<file path="src/rtl/relogio_pkg.sv">
// Shared definitions for the clock digit blocks: active-high 7-segment glyphs
// (bit order {a,b,c,d,e,f,g}) and the digit operating modes.
package relogio_pkg;

  typedef enum logic [1:0] {
    ModeRun,
    ModeHold,
    ModeSet
  } mode_e;

  localparam logic [6:0] Glyph0 = 7'h7E;
  localparam logic [6:0] Glyph1 = 7'h30;
  localparam logic [6:0] Glyph2 = 7'h6D;
  localparam logic [6:0] Glyph3 = 7'h79;
  localparam logic [6:0] Glyph4 = 7'h33;
  localparam logic [6:0] Glyph5 = 7'h5B;
  localparam logic [6:0] Glyph6 = 7'h5F;
  localparam logic [6:0] Glyph7 = 7'h70;
  localparam logic [6:0] Glyph8 = 7'h7F;
  localparam logic [6:0] Glyph9 = 7'h7B;
  localparam logic [6:0] GlyphA = 7'h77;
  localparam logic [6:0] GlyphB = 7'h1F;
  localparam logic [6:0] GlyphC = 7'h4E;
  localparam logic [6:0] GlyphD = 7'h3D;
  localparam logic [6:0] GlyphE = 7'h4F;
  localparam logic [6:0] GlyphF = 7'h47;

  function automatic logic [6:0] glyph(input logic [3:0] digit);
    logic [6:0] lit;
    unique case (digit)
      4'h0: lit = Glyph0;
      4'h1: lit = Glyph1;
      4'h2: lit = Glyph2;
      4'h3: lit = Glyph3;
      4'h4: lit = Glyph4;
      4'h5: lit = Glyph5;
      4'h6: lit = Glyph6;
      4'h7: lit = Glyph7;
      4'h8: lit = Glyph8;
      4'h9: lit = Glyph9;
      4'hA: lit = GlyphA;
      4'hB: lit = GlyphB;
      4'hC: lit = GlyphC;
      4'hD: lit = GlyphD;
      4'hE: lit = GlyphE;
      4'hF: lit = GlyphF;
    endcase
    return lit;
  endfunction

endpackage

</file>
<file path="src/rtl/decod_7seg.sv">
// Combinational hex to 7-segment decoder with blanking and selectable polarity.
module decod_7seg
  import relogio_pkg::*;
#(
  parameter bit SEG_ACTIVE_LOW = 1'b1
) (
  input  logic [3:0] digit_i,
  input  logic       blank_i,
  output logic [6:0] seg_o
);

  logic [6:0] lit;

  always_comb begin
    lit = glyph(digit_i);
    if (blank_i) begin
      lit = '0;
    end
    seg_o = SEG_ACTIVE_LOW ? ~lit : lit;
  end

endmodule

</file>
<file path="src/rtl/contador_digito_mod.sv">
// Single-digit modulo counter with carry/borrow chaining, load, clear, debounced
// manual adjust and registered 7-segment drive.
module contador_digito_mod
  import relogio_pkg::*;
#(
  parameter int unsigned MODULO         = 10,
  parameter int unsigned RESET_VALUE    = 0,
  parameter bit          SEG_ACTIVE_LOW = 1'b1
) (
  input  logic       clock,
  input  logic       reset,
  input  logic       tick,
  input  logic       up_down,
  input  logic       clear,
  input  logic       load,
  input  logic [3:0] load_value,
  input  logic       set_mode,
  input  logic       adjust_n,
  input  logic       blank,
  output logic [3:0] value,
  output logic       carry_out,
  output logic       a,
  output logic       b,
  output logic       c,
  output logic       d,
  output logic       e,
  output logic       f,
  output logic       g
);

  localparam logic [3:0] MaxVal   = 4'(MODULO - 1);
  localparam logic [3:0] ResetVal = 4'(RESET_VALUE);
  localparam logic [4:0] ModVal   = 5'(MODULO);

  mode_e      mode;
  logic [3:0] value_q, value_d;
  logic       carry_q, carry_d;
  logic [6:0] seg_q, seg_d;
  logic       sync1_q, sync2_q, prev_q;
  logic       adjust_fall;

  // Button is active-low: a press is a 1 -> 0 transition of the synchronised level.
  assign adjust_fall = prev_q & ~sync2_q;

  always_comb begin
    mode = ModeRun;
    if (clear) begin
      mode = ModeHold;
    end else if (set_mode) begin
      mode = ModeSet;
    end
  end

  always_comb begin
    value_d = value_q;
    carry_d = 1'b0;
    if (reset) begin
      value_d = ResetVal;
    end else if (mode == ModeHold) begin
      value_d = '0;
    end else if (load) begin
      if ({1'b0, load_value} < ModVal) begin
        value_d = load_value;
      end
    end else if (mode == ModeSet) begin
      // Manual adjust wraps silently so setting the time never ripples a carry.
      if (adjust_fall) begin
        value_d = (value_q == MaxVal) ? 4'd0 : value_q + 4'd1;
      end
    end else if (tick) begin
      if (up_down) begin
        if (value_q == MaxVal) begin
          value_d = '0;
          carry_d = 1'b1;
        end else begin
          value_d = value_q + 4'd1;
        end
      end else begin
        if (value_q == 4'd0) begin
          value_d = MaxVal;
          carry_d = 1'b1;
        end else begin
          value_d = value_q - 4'd1;
        end
      end
    end
  end

  // Decode the next value so the glyph register updates on the same edge as value.
  decod_7seg #(
    .SEG_ACTIVE_LOW (SEG_ACTIVE_LOW)
  ) u_decod (
    .digit_i (value_d),
    .blank_i (blank),
    .seg_o   (seg_d)
  );

  always_ff @(posedge clock) begin
    if (reset) begin
      value_q <= ResetVal;
      carry_q <= 1'b0;
      seg_q   <= seg_d;
      sync1_q <= 1'b1;
      sync2_q <= 1'b1;
      prev_q  <= 1'b1;
    end else begin
      value_q <= value_d;
      carry_q <= carry_d;
      seg_q   <= seg_d;
      sync1_q <= adjust_n;
      sync2_q <= sync1_q;
      prev_q  <= sync2_q;
    end
  end

  assign value     = value_q;
  assign carry_out = carry_q;
  assign {a, b, c, d, e, f, g} = seg_q;

endmodule

</file>
<file path="config.mk">
export PLATFORM = sky130hd
export DESIGN_NAME = contador_digito_mod
export DESIGN_NICKNAME = d
export VERILOG_FILES = /design/src/rtl/relogio_pkg.sv /design/src/rtl/decod_7seg.sv /design/src/rtl/contador_digito_mod.sv
export SDC_FILE = /design/constraint.sdc
export NUM_CORES = 1
export LEC_CHECK = 0
export ABC_AREA = 1
export ABC_CLOCK_PERIOD_IN_PS = 4700
export CORE_MARGIN = 4
export CORE_UTILIZATION = 35
export CTS_CLUSTER_DIAMETER = 30
export DETAILED_ROUTE_END_ITERATION = 7
export HOLD_SLACK_MARGIN = 0.06
export PLACE_DENSITY_LB_ADDON = 0.1
export SLEW_MARGIN = 10
export SYNTH_ARGS = -nofsm -noshare
export SYNTH_HDL_FRONTEND = slang
export SYNTH_HIERARCHICAL = 1
export SYNTH_SLANG_ARGS = --single-unit
</file>
<file path="constraint.sdc">
create_clock -name clock -period 4.7 [get_ports clock]
set_clock_uncertainty 0.15 [all_clocks]
set_input_delay 0.47 -clock clock [delete_from_list [all_inputs] [get_ports clock]]
set_output_delay 0.47 -clock clock [all_outputs]
set_load 0.02 [all_outputs]
</file>
==> summary.md <==
The total number of H-tree levels was 1; the die height was 65.29 um. The run gives 0 as the count of buffers added by post-CTS timing repair for setup. Setup repair after global routing left no endpoint under its margin. The horizontal extent of the die works out to 65.29 um.

The tools report the pre-CTS setup slack as 1767 ps. The slowest stage cell on the critical path is sky130_fd_sc_hd__dfxtp_1. The clock reaches the later pin of the worst-skew pair after 280 ps. Once detail routing completed, the nets flagged for antenna violations numbered 0. The count of buffers added on input and output ports is 24.

At the pin with the least slew margin, the transition time is 879.1 ps. The design draws 321.7 uW. Summing over every cut layer, the via total after detailed routing is 1,183. The summed instance area of the synthesized netlist was 1149 um2. The final core utilization was 0.4621. The die covers 4262 um2.

The tool flagged a number of max-cap violations equal to 0. Summing all flip-flop and latch instances after layout gives 300.3 um2. The number of nets in the synthesized netlist came out at 194.

For the number of pins with negative max-slew slack in the final report, the log shows 0. The relative slew slack was 0.4139; the number of buffers created by CTS was 3. The synthesized area per cell is 6.678 um2, and the largest net degree at the start of global routing is 12. The critical path contains buffers and inverters numbering 4 combined. The number of buffers added to fix hold violations after cts is 0, and the number of design-rule violations left by the first detailed-router iteration is 110.

The logs give 0 for the global-route congestion overflow total and 0 for the initial antenna violation count. For the final net count, the log shows 219. The tools report the DRC violation count after routing as 0.

Before antenna repair, the detailed router went through 4 iterations. Timing would allow up to 335.2 MHz. The flow ran to the end, and the final reports show no timing, DRC or antenna violations.

The delay contributed by the slowest stage of the critical path was 510 ps. The number of antenna diodes came out at 0. Detailed placement finished with a half-perimeter wire length of 2162 um.

The number of gates resized after CTS was 0. Dominant delay contributor by cell family on the critical path: simple AND/OR/NAND/NOR gates. The tools report the number of sinks driven by the clock tree as 15.

The cell sitting at the root of the clock tree is a sky130_fd_sc_hd__clkbuf_4. The run gives 333 as the count of filler cells inserted in the layout. STA puts the critical path data arrival time at 3010 ps. The via density per instance is 4.929, and the summed negative setup slack over all endpoints is 0 ps. The share of the clock period used by the worst path after layout works out to 0.6347. The layout overhead on the synthesized area works out to 24.84%. The synthesized design contains 15 register bits.

The kind of critical path is flop to flop. The initial standard-cell utilization of the core was 0.3702; the multi-input gate area in the final layout was 695.7 um2. The run gives 0.2614 as the sequential element share of the synthesized area. The number of endpoints with negative hold slack in the final report came out at 0.

The clock period minus worst slack was 2983 ps; the power per cell area was 224.3 nW/um2. During I/O placement, the number of pins put on the boundary was 25. The total length of routed wires came out at 2841 um.

The CTS clock-pin slew for the worst setup and hold paths is 100 ps, and the fraction of layout instances using a drive strength above 1 is 0.1071. The least setup slack across all paths after layout is 1717 ps, and the required time of the worst setup path is 4720 ps. The last weighted congestion value of the routability-driven placer came out at 0.8306. The worst-case IR drop observed on VDD is 0.08899 mV. The wire length of the first global-routing pass is 4912 um. TritonCTS built the clock tree. Counting distinct cell types in the post-synthesis netlist gives 25. The tools report the synthesized instance count as 172. Capturing element type of the critical path: a flop. The via count of the first global-routing pass is 1,040. For this design the static power due to leakage is 0.0006557 uW. Walking the worst path, the cells encountered are inv_1 -> ha_1 -> inv_1 -> nor3_2 -> nor2_1 -> nand2_1 -> nand2_1 -> nand2_1 -> nand2_1 -> nand2_1 -> a21oi_1 -> inv_1 -> ha_1 -> inv_1 -> nand2_1 -> nand2_1 -> nand2_1 -> nand3_1. The core region area is 3103 um2. In this run the worst hold path is classified as flop to flop. The worst setup path is launched from a flop. By instance count, the cell type seen most on the critical path is sky130_fd_sc_hd__nand2_1.

Counting along the longest clock path gives a buffer depth of 2. Of all nets on the critical path, the largest fanout is 8. The aggregate global-route resource usage came out at 0.1454. For this run, the number of Yosys warnings is 6. The standard-cell row count was 20; the count of endpoints failing setup in the final report was 0. After detailed routing, the average wire length per cell comes to 11.84 um.
[layout make-up]
type                       instances  area share
clock buffer                       3     0.01571
clock inverter                     1    0.003490
inverter                          25     0.08028
multi-input combinational        128      0.4852
sequential                        15      0.2094
tap                               44     0.03839
timing repair buffer              24      0.1675
[power breakdown]
group	leakage [uW]	switching, uW	internal (uW)
Combinational	0.000513	59.0	45.1
Clock	0.0000177	44.1	31.6
Sequential	0.000125	6.44	136
[per-stage QoR]
| step | std cells | instance area [um2] | hold slack [ps] |
|---|---|---|---|
| floorplan | 172 | 1149 | 233.2 |
| global placement | 236 | 1406 | 255.7 |
| detailed placement | 236 | 1406 | 238.9 |
| CTS | 240 | 1434 | 268.2 |
| global route | 240 | 1434 | 303.8 |
| finish | 240 | 1434 | 267.4 |
[path summary, 6_finish.rpt]
check | start | end | slack, ps | depth (start not counted)
max | value[0] | seg_q[3] | 1720 | 18
min | sync1_q | sync2_q | 270 | 1
max reg2reg | value[0] | seg_q[3] | 1720 | 18
min reg2reg | sync1_q | sync2_q | 270 | 1
[layout by cell type, fill, tap and decap left out, types with 2 or more instances in the layout]
| cell | n |
|---|---|
| sky130_fd_sc_hd__clkdlybuf4s50_1 | 24 |
| sky130_fd_sc_hd__clkbuf_4 | 3 |
| sky130_fd_sc_hd__dfxtp_1 | 15 |
| sky130_fd_sc_hd__inv_2 | 6 |
| sky130_fd_sc_hd__nand3_1 | 25 |
| sky130_fd_sc_hd__or2_1 | 3 |
| sky130_fd_sc_hd__a21oi_1 | 14 |
| sky130_fd_sc_hd__nand4_1 | 2 |
| sky130_fd_sc_hd__nand2_1 | 49 |
| sky130_fd_sc_hd__o21ai_1 | 2 |
| sky130_fd_sc_hd__o211ai_1 | 2 |
| sky130_fd_sc_hd__a31oi_1 | 2 |
| sky130_fd_sc_hd__nor2_1 | 4 |
| sky130_fd_sc_hd__inv_1 | 17 |
| sky130_fd_sc_hd__nand2_2 | 3 |
| sky130_fd_sc_hd__o21ai_0 | 6 |
| sky130_fd_sc_hd__ha_1 | 9 |
| sky130_fd_sc_hd__nand3_2 | 2 |
[state kept, by name, summed over array words and instances, names as in the netlist]
register and flops:
carry_out 1, sync1_q 1, seg_q 7, sync2_q 1, prev_q 1, value 4
[routing by layer]
layer	up-vias	part of all wire	track usage
met2	50	0.41	0.2111
li1	609	-	-
met1	522	0.51	0.2150
met4	0	0.0053	0.03109
met3	2	0.078	0.03590
met5	-	0	0
[cell usage after synthesis]
master / number / area (um2)
sky130_fd_sc_hd__a21oi_1: 14 / 70.07
sky130_fd_sc_hd__a31oi_1: 2 / 12.51
sky130_fd_sc_hd__buf_6: 3 / 33.78
sky130_fd_sc_hd__bufinv_8: 1 / 17.52
sky130_fd_sc_hd__clkbuf_1: 1 / 3.750
sky130_fd_sc_hd__dfxtp_1: 15 / 300.3
sky130_fd_sc_hd__ha_1: 9 / 112.6
sky130_fd_sc_hd__inv_1: 17 / 63.81
sky130_fd_sc_hd__inv_2: 6 / 22.52
sky130_fd_sc_hd__inv_8: 1 / 11.26
sky130_fd_sc_hd__nand2_1: 49 / 183.9
sky130_fd_sc_hd__nand2_2: 3 / 18.77
sky130_fd_sc_hd__nand3_1: 25 / 125.1
sky130_fd_sc_hd__nand3_2: 2 / 20.02
sky130_fd_sc_hd__nand3_4: 1 / 17.52
sky130_fd_sc_hd__nand4_1: 2 / 12.51
sky130_fd_sc_hd__nor2_1: 4 / 15.01
sky130_fd_sc_hd__nor2_2: 1 / 6.260
sky130_fd_sc_hd__nor3_1: 1 / 5.000
sky130_fd_sc_hd__nor3_2: 1 / 10.01
sky130_fd_sc_hd__o211ai_1: 2 / 15.01
sky130_fd_sc_hd__o211ai_2: 1 / 12.51
sky130_fd_sc_hd__o21ai_0: 6 / 30.03
sky130_fd_sc_hd__o21ai_1: 2 / 10.01
sky130_fd_sc_hd__or2_1: 3 / 18.77
[cells by family after synthesis]
family,count (synthesis),share of synthesized area
AND/OR/NAND/NOR,92,0.3769
flip-flops,15,0.2614
buffers and inverters,29,0.1329
AO/OA/AOI/OAI,27,0.1307
adder cells (fa/ha/maj),9,0.09804
Power figures use the tool's default switching activity.
